===== src/rtl/mem_pkg.sv =====
// Shared definitions for the SRAM controller: FSM state encoding and default strobe length.
package mem_pkg;

    localparam int unsigned WAIT_CYCLES_DEF = 2;

    typedef enum logic [2:0] {
        IDLE     = 3'd0,
        RD       = 3'd1,
        WR_SETUP = 3'd2,
        WR_PULSE = 3'd3,
        WR_HOLD  = 3'd4,
        DONE     = 3'd5
    } state_t;

endpackage : mem_pkg


===== src/rtl/sram_ctrl.sv =====
// Asynchronous SRAM controller: single-word read/write with a fixed-length strobe.
// Ports:
//   clk, rst                  clock, synchronous active-high reset
//   req, req_we, req_addr,    initiator request (level, held until ack), byte
//   req_wdata, req_be         address, write data and byte-lane enables
//   ack, rdata, busy          completion pulse, read word, non-idle flag
//   sram_addr, sram_dq_i/o,   SRAM word address, data in/out, data drive enable
//   sram_dq_oe, sram_*_n      active-low chip/output/write/lane strobes
module sram_ctrl
    import mem_pkg::*;
#(
    parameter int unsigned ADDR_W      = 20,
    parameter int unsigned WAIT_CYCLES = WAIT_CYCLES_DEF
) (
    input  logic              clk,
    input  logic              rst,
    input  logic              req,
    input  logic              req_we,
    input  logic [31:0]       req_addr,
    input  logic [31:0]       req_wdata,
    input  logic [3:0]        req_be,
    output logic              ack,
    output logic [31:0]       rdata,
    output logic              busy,
    output logic [ADDR_W-1:0] sram_addr,
    input  logic [31:0]       sram_dq_i,
    output logic [31:0]       sram_dq_o,
    output logic              sram_dq_oe,
    output logic              sram_ce_n,
    output logic              sram_oe_n,
    output logic              sram_we_n,
    output logic [3:0]        sram_be_n
);

    localparam int unsigned CNT_W = (WAIT_CYCLES > 1) ? $clog2(WAIT_CYCLES) : 1;
    localparam logic [CNT_W-1:0] CNT_LAST = CNT_W'(WAIT_CYCLES - 1);

    state_t             r_state;
    logic [CNT_W-1:0]   r_cnt;
    logic [3:0]         r_be;
    logic               r_ack;
    logic               r_busy;
    logic [31:0]        r_rdata;
    logic [ADDR_W-1:0]  r_sram_addr;
    logic [31:0]        r_sram_dq_o;
    logic               r_sram_dq_oe;
    logic               r_sram_ce_n;
    logic               r_sram_oe_n;
    logic               r_sram_we_n;
    logic [3:0]         r_sram_be_n;

    state_t             w_state_n;
    logic [CNT_W-1:0]   w_cnt_n;
    logic [3:0]         w_be_n;
    logic               w_ack_n;
    logic               w_busy_n;
    logic [31:0]        w_rdata_n;
    logic [ADDR_W-1:0]  w_addr_n;
    logic [31:0]        w_dq_o_n;
    logic               w_dq_oe_n;
    logic               w_ce_n_n;
    logic               w_oe_n_n;
    logic               w_we_n_n;
    logic [3:0]         w_lane_n_n;

    // Byte-offset bits and bits above the SRAM word range are not used.
    logic w_unused_addr;
    assign w_unused_addr = ^{req_addr[31:ADDR_W+2], req_addr[1:0]};

    // State register plus registered copies of every output.
    always_ff @(posedge clk) begin
        if (rst) begin
            r_state      <= IDLE;
            r_cnt        <= '0;
            r_be         <= '0;
            r_ack        <= 1'b0;
            r_busy       <= 1'b0;
            r_rdata      <= '0;
            r_sram_addr  <= '0;
            r_sram_dq_o  <= '0;
            r_sram_dq_oe <= 1'b0;
            r_sram_ce_n  <= 1'b1;
            r_sram_oe_n  <= 1'b1;
            r_sram_we_n  <= 1'b1;
            r_sram_be_n  <= 4'hF;
        end else begin
            r_state      <= w_state_n;
            r_cnt        <= w_cnt_n;
            r_be         <= w_be_n;
            r_ack        <= w_ack_n;
            r_busy       <= w_busy_n;
            r_rdata      <= w_rdata_n;
            r_sram_addr  <= w_addr_n;
            r_sram_dq_o  <= w_dq_o_n;
            r_sram_dq_oe <= w_dq_oe_n;
            r_sram_ce_n  <= w_ce_n_n;
            r_sram_oe_n  <= w_oe_n_n;
            r_sram_we_n  <= w_we_n_n;
            r_sram_be_n  <= w_lane_n_n;
        end
    end

    // Next state, request latching and next output values. Outputs are derived
    // from the next state so the registered pins line up with the state they describe.
    always_comb begin
        w_state_n  = r_state;
        w_cnt_n    = r_cnt;
        w_be_n     = r_be;
        w_rdata_n  = r_rdata;
        w_addr_n   = r_sram_addr;
        w_dq_o_n   = r_sram_dq_o;
        w_ack_n    = 1'b0;
        w_dq_oe_n  = 1'b0;
        w_ce_n_n   = 1'b1;
        w_oe_n_n   = 1'b1;
        w_we_n_n   = 1'b1;
        w_lane_n_n = 4'hF;

        unique case (r_state)
            IDLE: begin
                if (req) begin
                    w_addr_n = req_addr[ADDR_W+1:2];
                    w_cnt_n  = '0;
                    if (req_we) begin
                        w_be_n    = req_be;
                        w_dq_o_n  = req_wdata;
                        w_state_n = WR_SETUP;
                    end else begin
                        w_state_n = RD;
                    end
                end
            end
            RD: begin
                if (r_cnt == CNT_LAST) begin
                    w_rdata_n = sram_dq_i;
                    w_state_n = DONE;
                end else begin
                    w_cnt_n = r_cnt + CNT_W'(1);
                end
            end
            WR_SETUP: begin
                w_cnt_n   = '0;
                w_state_n = WR_PULSE;
            end
            WR_PULSE: begin
                if (r_cnt == CNT_LAST) begin
                    w_state_n = WR_HOLD;
                end else begin
                    w_cnt_n = r_cnt + CNT_W'(1);
                end
            end
            WR_HOLD:  w_state_n = DONE;
            DONE:     w_state_n = IDLE;
            default:  w_state_n = IDLE;
        endcase

        w_busy_n = (w_state_n != IDLE);

        // Output enable and data drive are never produced by the same state.
        unique case (w_state_n)
            RD: begin
                w_ce_n_n   = 1'b0;
                w_oe_n_n   = 1'b0;
                w_lane_n_n = 4'h0;
            end
            WR_SETUP, WR_HOLD: begin
                w_ce_n_n   = 1'b0;
                w_dq_oe_n  = 1'b1;
                w_lane_n_n = ~w_be_n;
            end
            WR_PULSE: begin
                w_ce_n_n   = 1'b0;
                w_dq_oe_n  = 1'b1;
                w_lane_n_n = ~w_be_n;
                // An all-lanes-off write never pulses we_n.
                w_we_n_n   = (w_be_n == 4'h0);
            end
            DONE:    w_ack_n = 1'b1;
            default: ;
        endcase
    end

    assign ack        = r_ack;
    assign busy       = r_busy;
    assign rdata      = r_rdata;
    assign sram_addr  = r_sram_addr;
    assign sram_dq_o  = r_sram_dq_o;
    assign sram_dq_oe = r_sram_dq_oe;
    assign sram_ce_n  = r_sram_ce_n;
    assign sram_oe_n  = r_sram_oe_n;
    assign sram_we_n  = r_sram_we_n;
    assign sram_be_n  = r_sram_be_n;

endmodule : sram_ctrl


===== config.mk =====
export PLATFORM = sky130hd
export DESIGN_NAME = sram_ctrl
export DESIGN_NICKNAME = d
export VERILOG_FILES = /design/src/rtl/mem_pkg.sv /design/src/rtl/sram_ctrl.sv
export SDC_FILE = /design/constraint.sdc
export NUM_CORES = 1
export LEC_CHECK = 0
export BUFFER_PORTS_ARGS = -buffer_cell sky130_fd_sc_hd__buf_2
export CAP_MARGIN = 20
export CELL_PAD_IN_SITES_DETAIL_PLACEMENT = 1
export CELL_PAD_IN_SITES_GLOBAL_PLACEMENT = 1
export CORE_ASPECT_RATIO = 0.75
export CORE_MARGIN = 5
export CORE_UTILIZATION = 28
export DETAILED_ROUTE_END_ITERATION = 16
export GPL_ROUTABILITY_DRIVEN = 0
export PLACE_DENSITY = 0.74
export SLEW_MARGIN = 20
export SYNTH_ARGS = -nofsm -noshare
export SYNTH_HDL_FRONTEND = slang
export SYNTH_SLANG_ARGS = --single-unit

===== constraint.sdc =====
create_clock -name clk -period 3.3 [get_ports clk]
set_input_delay 0 -clock clk [delete_from_list [all_inputs] [get_ports clk]]
set_output_delay 0 -clock clk [all_outputs]
set_load 0.01 [all_outputs]

==> flow_summary.ini, run 1 <==
[run_status]
status = complete, no violations

[clock_network]
clock_sinks = 102
cts_root_buf = clkbuf_16
cts_made_buffers = 9
insertion_delay_ns = 0.34
cts_tree = done
path_clk_slew_ns = 0.07
cts.path.max_buffers = 2
cts_setup_buffers = 0
ctsHtreeMaxLevel = 3

[logic_synthesis]
ys_ff_latch = 102
yosys.area.top_type = dfxtp_1
synthCells = 428
yosysTopAreaCellShare_pct = 57.53
ys_seq_area_share_pct = 57.53
netlist_area_sq_um = 3550
yosysWarnings = 0
synthDistinctLibCells = 28
syn_avg_cell_area_sq_um = 8.294
ys_async_sr_fraction_pct = 0
synth.top_cells.by_count = nand2_1, dfxtp_1, a21oi_1
synth.most_common_cell = nand2_1
synth_area_leaders = dfxtp_1, nand2_1, a21oi_1
syn_nets = 532
synth-main-ff-cell = dfxtp_1
synth-edff-count = 0

[floorplanning]
row_count = 35
die_x_microns = 140.0
dieArea_sq_um = 15050
die_h_microns = 107.5
core_area_sq_um = 12350
start_util_pct = 28.74
io-pin-count = 198

[timing]
final-hold-violation-count = 0
timing.setup.tns_ns = 0
drv_slew = 0
slew_headroom_pct = 48.11
period_share_pct = 67.56
setup_viol = 0
final.min_clock_period_ns = 2.229
fin_skew_ns = 0.01202
rsz0062_at_grt = false
worst_pin_slew_ns = 0.7784
max_freq_mhz = 448.6

[critical_path]
cp.required_ns = 3.58
worst_setup_path_start_kind = flop
cp-end-kind = flop
arrival_ns = 2.51
worst_r2r_path_depth = 4
crit_slowest_cell = nand3_2
worstSetupPathType = reg2reg
crit_chain = nor3_1, nand3_2, a41oi_4, a21o_1
cp_max_fo = 36
cpPeakStageDelay_ns = 0.68

[routing]
wire_per_inst_microns = 15.88
ant_nets = 0
drt-initial-drc-count = 86
dr.pass1.iters = 4
vias_per_cell = 4.566
wl_microns = 13640
drc = 0
vias = 3922

[worst_hold_path]
min_path_cells = 2
hold_path_class = in2reg

[global_route]
grt_pass1_wl_microns = 21970
grt_pass1_vias = 4333
grt_antenna_before_repair = 1
grt_overflow_total = 0
grt_max_degree = 73
track_usage_pct = 18.03

[job]
cap_violations = 0

[place]
portBuffers = 185
dp_cells = 754
dp.final_hpwl_microns = 8364

[final_layout]
drive_gt1_share_pct = 30.64
layout.nets = 791
syn2layout_area_growth_pct = 62.43
final_cells = 859

[power_and_ir_drop]
p_leak_uw = 0.002567
pwr_density_cell_nw_per_um2 = 502.3
ir_drop_uv = 256.0
==> sequential cells by signal, summed over array words and instances (netlist names) <==
signal,count
sram_we_n,1
sram_be_n,4
ack,1
r_state,3
busy,1
sram_oe_n,1
sram_addr,20
sram_dq_o,32
sram_dq_oe,1
r_be,4
sram_ce_n,1
rdata,32
r_cnt,1
==> layout make-up <==
type / count / area (sq um)
multi-input cells: 296 / 1356
clock buffers: 10 / 239.0
inverters: 1 / 3.754
clock inverters: 6 / 77.57
diodes: 1 / 2.502
well taps: 166 / 207.7
repair buffers: 277 / 1837
flip-flops and latches: 102 / 2042
fillers: 1496 / 6584
==> cell families after synthesis <==
group	count (synthesis)	synth area share [%]
DFF	102	57.53
and+or+nand+nor	193	21.64
AOI/OAI and AO/OA	99	15.37
muxes	4	1.128
buffers and inverters	30	4.335
==> power by group <==
part	switching [uW]	internal, uW	leakage, uW
Combinational	232	210	0.00158
Clock	489	624	0.000153
Sequential	38.6	1300	0.000831
==> worst max-delay path, delay by kind of cell, from the launching register on <==
kind,cells,cell delay (ns)
simple gates,2,1.15
flops,1,0.41
compound gates,2,0.61
==> final timing paths <==
kind | from | end | slack, ns
worst min register to register | rdata[27]$_SDFFE_PP0P_ | rdata[27]$_SDFFE_PP0P_ | 0.45
worst max-delay path | r_state[1]$_SDFF_PP0_ | sram_be_n[0]$_SDFF_PP1_ | 1.07
worst min-delay path | rst | r_be[0]$_SDFF_PP0_ | 0.11
worst max register to register | r_state[1]$_SDFF_PP0_ | sram_be_n[0]$_SDFF_PP1_ | 1.07
==> routing by layer <==
layer	wire [microns]	vias to the layer above	track usage, %
li1	-	1905	-
met3	849	32	5.684
met5	0	-	0
met1	5125	1848	18.43
met2	7264	137	34.45
met4	402	0	6.708
==> placed cells by master, fill, tap and decap left out, drive strengths merged <==
| cell type | instances |
|---|---|
| nand2b | 3 |
| buf | 189 |
| clkbuf | 10 |
| a21oi | 89 |
| a21o | 4 |
| or4 | 1 |
| and3 | 1 |
| nor3 | 1 |
| or2 | 1 |
| mux2i | 4 |
| o21a | 1 |
| a211oi | 2 |
| o211a | 1 |
| nor4 | 1 |
| bufinv | 1 |
| nand4 | 1 |
| nand2 | 171 |
| nand3 | 2 |
| nand3b | 2 |
| o21ai | 1 |
| and2 | 2 |
| diode | 1 |
| dfxtp | 102 |
| nor2 | 7 |
| inv | 4 |
| clkinv | 1 |
| dlygate4sd3 | 88 |
| clkinvlp | 1 |
| a41oi | 1 |
==> through the flow <==
stage	total power [uW]	area (sq um)	setup slack [ns]	hold WS, ns	util (%)
floorplan	1560	3550	1.811	0.07831	-
global placement	1703	4566	1.189	0.2402	36.97
detailed placement	1724	4566	1.053	0.2476	36.97
CTS	2933	5763	0.9643	0.08764	46.67
global route	3043	5766	0.8007	0.1289	46.69
finish	2896	5766	1.071	0.1067	46.69
==> repair_timing <==
action / CTS / global route
endpoints found under the hold margin: 88 / 0
hold buffers: 88 / 0
resized for setup: 0 / 0
No activity file was read; power rests on OpenSTA's default activity.
==> run 2: changes to the inputs <==
Clock period 3.3 ns to 2.3 ns, I/O delays scaled along.
==> flow_summary.ini, run 2 (synthesis results as in run 1) <==
[power_and_ir_drop]
pwr_density_cell_nw_per_um2 = 709.3
ir_drop_uv = 315.0
p_leak_uw = 0.002579

[timing]
final.min_clock_period_ns = 1.854
final-hold-violation-count = 0
drv_slew = 0
worst_pin_slew_ns = 0.7142
period_share_pct = 80.61
rsz0062_at_grt = false
timing.setup.tns_ns = 0
fin_skew_ns = 0.008247
max_freq_mhz = 539.4
setup_viol = 0
slew_headroom_pct = 52.27

[final_layout]
final_area_sq_um = 5797
syn2layout_area_growth_pct = 63.31
final_cell_mix = buf_2, nand2_1, dfxtp_1, a21oi_1, dlygate4sd3_1
drive_gt1_share_pct = 31.03
final_common_cell = buf_2
layout.nets = 795

[critical_path]
worst_setup_path_start_kind = flop
worstSetupPathType = reg2reg
cp_max_fo = 25
reg2reg_slack_ns = 0.45
cp-end-kind = flop
arrival_ns = 2.06
cp.required_ns = 2.51

[global_route]
track_usage_pct = 18.30
grt_pass1_vias = 4456
grt_pass1_wl_microns = 22290
grt_max_degree = 42
grt_antenna_before_repair = 1
grt_overflow_total = 0

[floorplanning]
row_count = 35
start_util_pct = 28.74
die_h_microns = 107.5
die_x_microns = 140.0
io-pin-count = 198
dieArea_sq_um = 15050
core_area_sq_um = 12350

[place]
portBuffers = 185
dp.final_hpwl_microns = 8564
detailed_place.area_sq_um = 4608

[routing]
vias = 3888
dr.pass1.iters = 4
drc = 0
ant_nets = 0
drt-initial-drc-count = 126
wl_microns = 13700
vias_per_cell = 4.505
wire_per_inst_microns = 15.87

[clock_network]
cts_setup_buffers = 0
ctsHtreeMaxLevel = 3
path_clk_slew_ns = 0.07
clock_sinks = 102
cts_root_buf = clkbuf_16
postCtsHoldBufs = 88
cts_made_buffers = 9
cts_resized = 0
cts.path.max_buffers = 2
cts_tree = done
insertion_delay_ns = 0.34

[run_status]
status = complete, no violations

[worst_hold_path]
hold_path_class = in2reg

[job]
cap_violations = 0
-- run 2: cell types whose count changed in the layout (fill, tap and decap cells not counted), sizes merged --
cell	previous run	this run
clkbuf	10	9
buf	189	193
clkinvlp	1	2
-- run 2: layout make-up --
class	instances	area [sq um]
Inverter	1	3.754
Tap cell	166	207.7
Clock inverter	7	80.08
Multi-Input combinational cell	296	1356
Clock buffer	9	225.2
Fill cell	1504	6553
Sequential cell	102	2042
Antenna cell	1	2.502
Timing Repair Buffer	281	1879
-- run 2: worst max-delay path, cell delays in order (launching register included) --
cell,delay [ns]
dfxtp_1,0.41
nor3_1,0.44
nand3_2,0.34
buf_4,0.34
nand2_1,0.11
a21oi_1,0.08
-- run 2: per-stage QoR --
| stage | hold WS (ns) | power [uW] | cells | setup slack [ns] | util (%) |
|---|---|---|---|---|---|
| floorplan | 0.07831 | 2238 | 428 | 0.8114 | - |
| global placement | 0.2404 | 2456 | 758 | 0.5789 | 37.32 |
| detailed placement | 0.2468 | 2486 | 758 | 0.4169 | 37.32 |
| CTS | 0.05296 | 4165 | 862 | 0.4194 | 46.92 |
| global route | 0.07490 | 4316 | 863 | 0.2335 | 46.94 |
| finish | 0.06300 | 4112 | 863 | 0.4460 | 46.94 |
-- run 2: final timing paths --
| path | start | endpoint | depth (start not counted) |
|---|---|---|---|
| worst max-delay path | r_state[1]$_SDFF_PP0_ | sram_dq_o[11]$_SDFFE_PP0P_ | 5 |
| worst min register to register | sram_dq_o[20]$_SDFFE_PP0P_ | sram_dq_o[20]$_SDFFE_PP0P_ | 2 |
| worst max register to register | r_state[1]$_SDFF_PP0_ | sram_dq_o[11]$_SDFFE_PP0P_ | 5 |
| worst min-delay path | rst | r_be[0]$_SDFF_PP0_ | 2 |
-- run 2: layer usage --
layer  part of all wire (%)  vias to the layer above  GRT usage [%]
met3                    6.7                       31          6.306
met5                      0                        -              0
met1                     37                     1807          18.21
met4                    3.0                        0          6.708
li1                       -                     1917              -
met2                     53                      133          35.21
-- run 2: power breakdown --
part | internal, uW | total (uW) | switching (uW)
Clock | 857 | 1540 | 686
Sequential | 1870 | 1920 | 54.9
Combinational | 312 | 644 | 332
Total | 3040 | 4110 | 1070
==> run 3: changes to the inputs <==
Settings changed: CORE_UTILIZATION 28 to 27, PLACE_DENSITY 0.74 to 0.75.
Clock period 2.3 ns to 1.55 ns, I/O delays scaled along.
==> flow_summary.ini, run 3 (synthesis results as in run 1) <==
[run_status]
status = complete, no violations

[timing]
worst_pin_slew_ns = 0.7105
slew_headroom_pct = 52.63
setup_viol = 0
timing.setup.tns_ns = 0
final-hold-violation-count = 0
whs_ns = 0.06616
drv_slew = 0
period_share_pct = 97.35
fin_skew_ns = 0.007351
rsz0062_at_grt = true
final.min_clock_period_ns = 1.509
max_freq_mhz = 662.7

[clock_network]
cts.path.max_buffers = 2
clock_sinks = 102
cts_root_buf = clkbuf_16
ctsHtreeMaxLevel = 3
insertion_delay_ns = 0.34
cts_tree = done
cts_made_buffers = 9
path_clk_slew_ns = 0.07

[worst_hold_path]
hold_path_class = in2reg

[critical_path]
crit_chain = nor3_2, buf_4, and3_1, buf_6, buf_12, nand2_1, a21oi_1
cp.required_ns = 1.81
worst_setup_path_start_kind = flop
cpPeakStageDelay_ns = 0.34
worstSetupPathType = reg2reg
cp_max_fo = 15
crit_slowest_cell = dfxtp_2
cp-end-kind = flop
critPathTopFamily = buffers and inverters
arrival_ns = 1.77
crit_buf_inv = 3

[global_route]
track_usage_pct = 17.31
grt_pass1_vias = 4402
grt_antenna_before_repair = 0
grt_overflow_total = 0
grt_pass1_wl_microns = 21620
grt_max_degree = 64

[final_layout]
final_common_cell = buf_2
final_cell_mix = buf_2, nand2_1, dfxtp_1, dlygate4sd3_1, a21oi_1
final_area_sq_um = 6063
fillers = 1541
layout.nets = 808
syn2layout_area_growth_pct = 70.81
diodes = 0
drive_gt1_share_pct = 33.99

[place]
portBuffers = 185
detailed_place.area_sq_um = 4705
dp.final_hpwl_microns = 8421

[routing]
ant_nets = 0
vias = 3987
vias_per_cell = 4.531
drc = 0
drt-initial-drc-count = 112
wire_per_inst_microns = 16.05
dr.pass1.iters = 4
wl_microns = 14130

[floorplanning]
die_x_microns = 142.4
core_area_sq_um = 12930
io-pin-count = 198
die_h_microns = 109.3
row_count = 36
dieArea_sq_um = 15560
start_util_pct = 27.46

[power_and_ir_drop]
ir_drop_uv = 488.9
pwr_density_cell_nw_per_um2 = 1010
p_leak_uw = 0.002693

[job]
cap_violations = 0
run 3: path summary, 6_finish.rpt:
check                             from                         end  slack [ns]  cells after the start
max reg2reg      r_state[1]$_SDFF_PP0_  sram_dq_o[12]$_SDFFE_PP0P_        0.04                      7
max              r_state[1]$_SDFF_PP0_  sram_dq_o[12]$_SDFFE_PP0P_        0.04                      7
min reg2reg  sram_addr[8]$_SDFFE_PP0P_   sram_addr[8]$_SDFFE_PP0P_        0.45                      2
min                             req_we       r_state[1]$_SDFF_PP0_        0.07                      3
run 3: area by class of cell:
class,count,area [sq um],share of cell area (%)
Tap cell,171,214.0,3.529
Inverter,1,3.754,0.06191
Clock buffer,12,256.5,4.230
Timing Repair Buffer,294,2066,34.07
Clock inverter,4,30.03,0.4953
Multi-Input combinational cell,296,1449,23.90
Sequential cell,102,2044,33.72
run 3: report_power, final:
part           total (uW)  internal, uW  switching [uW]  leakage (uW)
sequential           2850          2780            74.7      0.000832
combinational        1090           547             546       0.00172
clock                2180          1190             994      0.000139
total                6120          4510            1610       0.00269
run 3: metrics by stage:
stage,setup slack [ns],power [uW],std cells,util [%]
final,0.04100,6122,880,46.90
after global routing,-0.04394,6426,880,46.90
after CTS,-0.003892,6127,875,45.53
after detailed placement,0.008990,3736,770,36.39
after global placement,0.09704,3697,770,36.39
after floorplan,0.06143,3321,428,-
run 3: repair_timing:
action                                 in CTS  in global routing
cloned                                      0                  3
endpoints found under the hold margin      89                  0
resized for setup                           1                 23
pin swaps                                   1                  2
buffers inserted                            0                  2
setup endpoints to repair                   4                 58
hold buffers                               89                  0
run 3: layer usage:
metal | global-route usage [%] | vias to the layer above | part of all wire [%]
li1 | - | 1942 | -
met1 | 18.44 | 1896 | 40
met2 | 32.29 | 130 | 51
met3 | 6.348 | 19 | 7.7
met4 | 4.953 | 0 | 1.3
met5 | 0 | - | 0
run 3: tightest hold or removal path, cell delays in order:
cell	delay [ns]
buf_2	0.13
nand3_2	0.16
a21oi_1	0.08
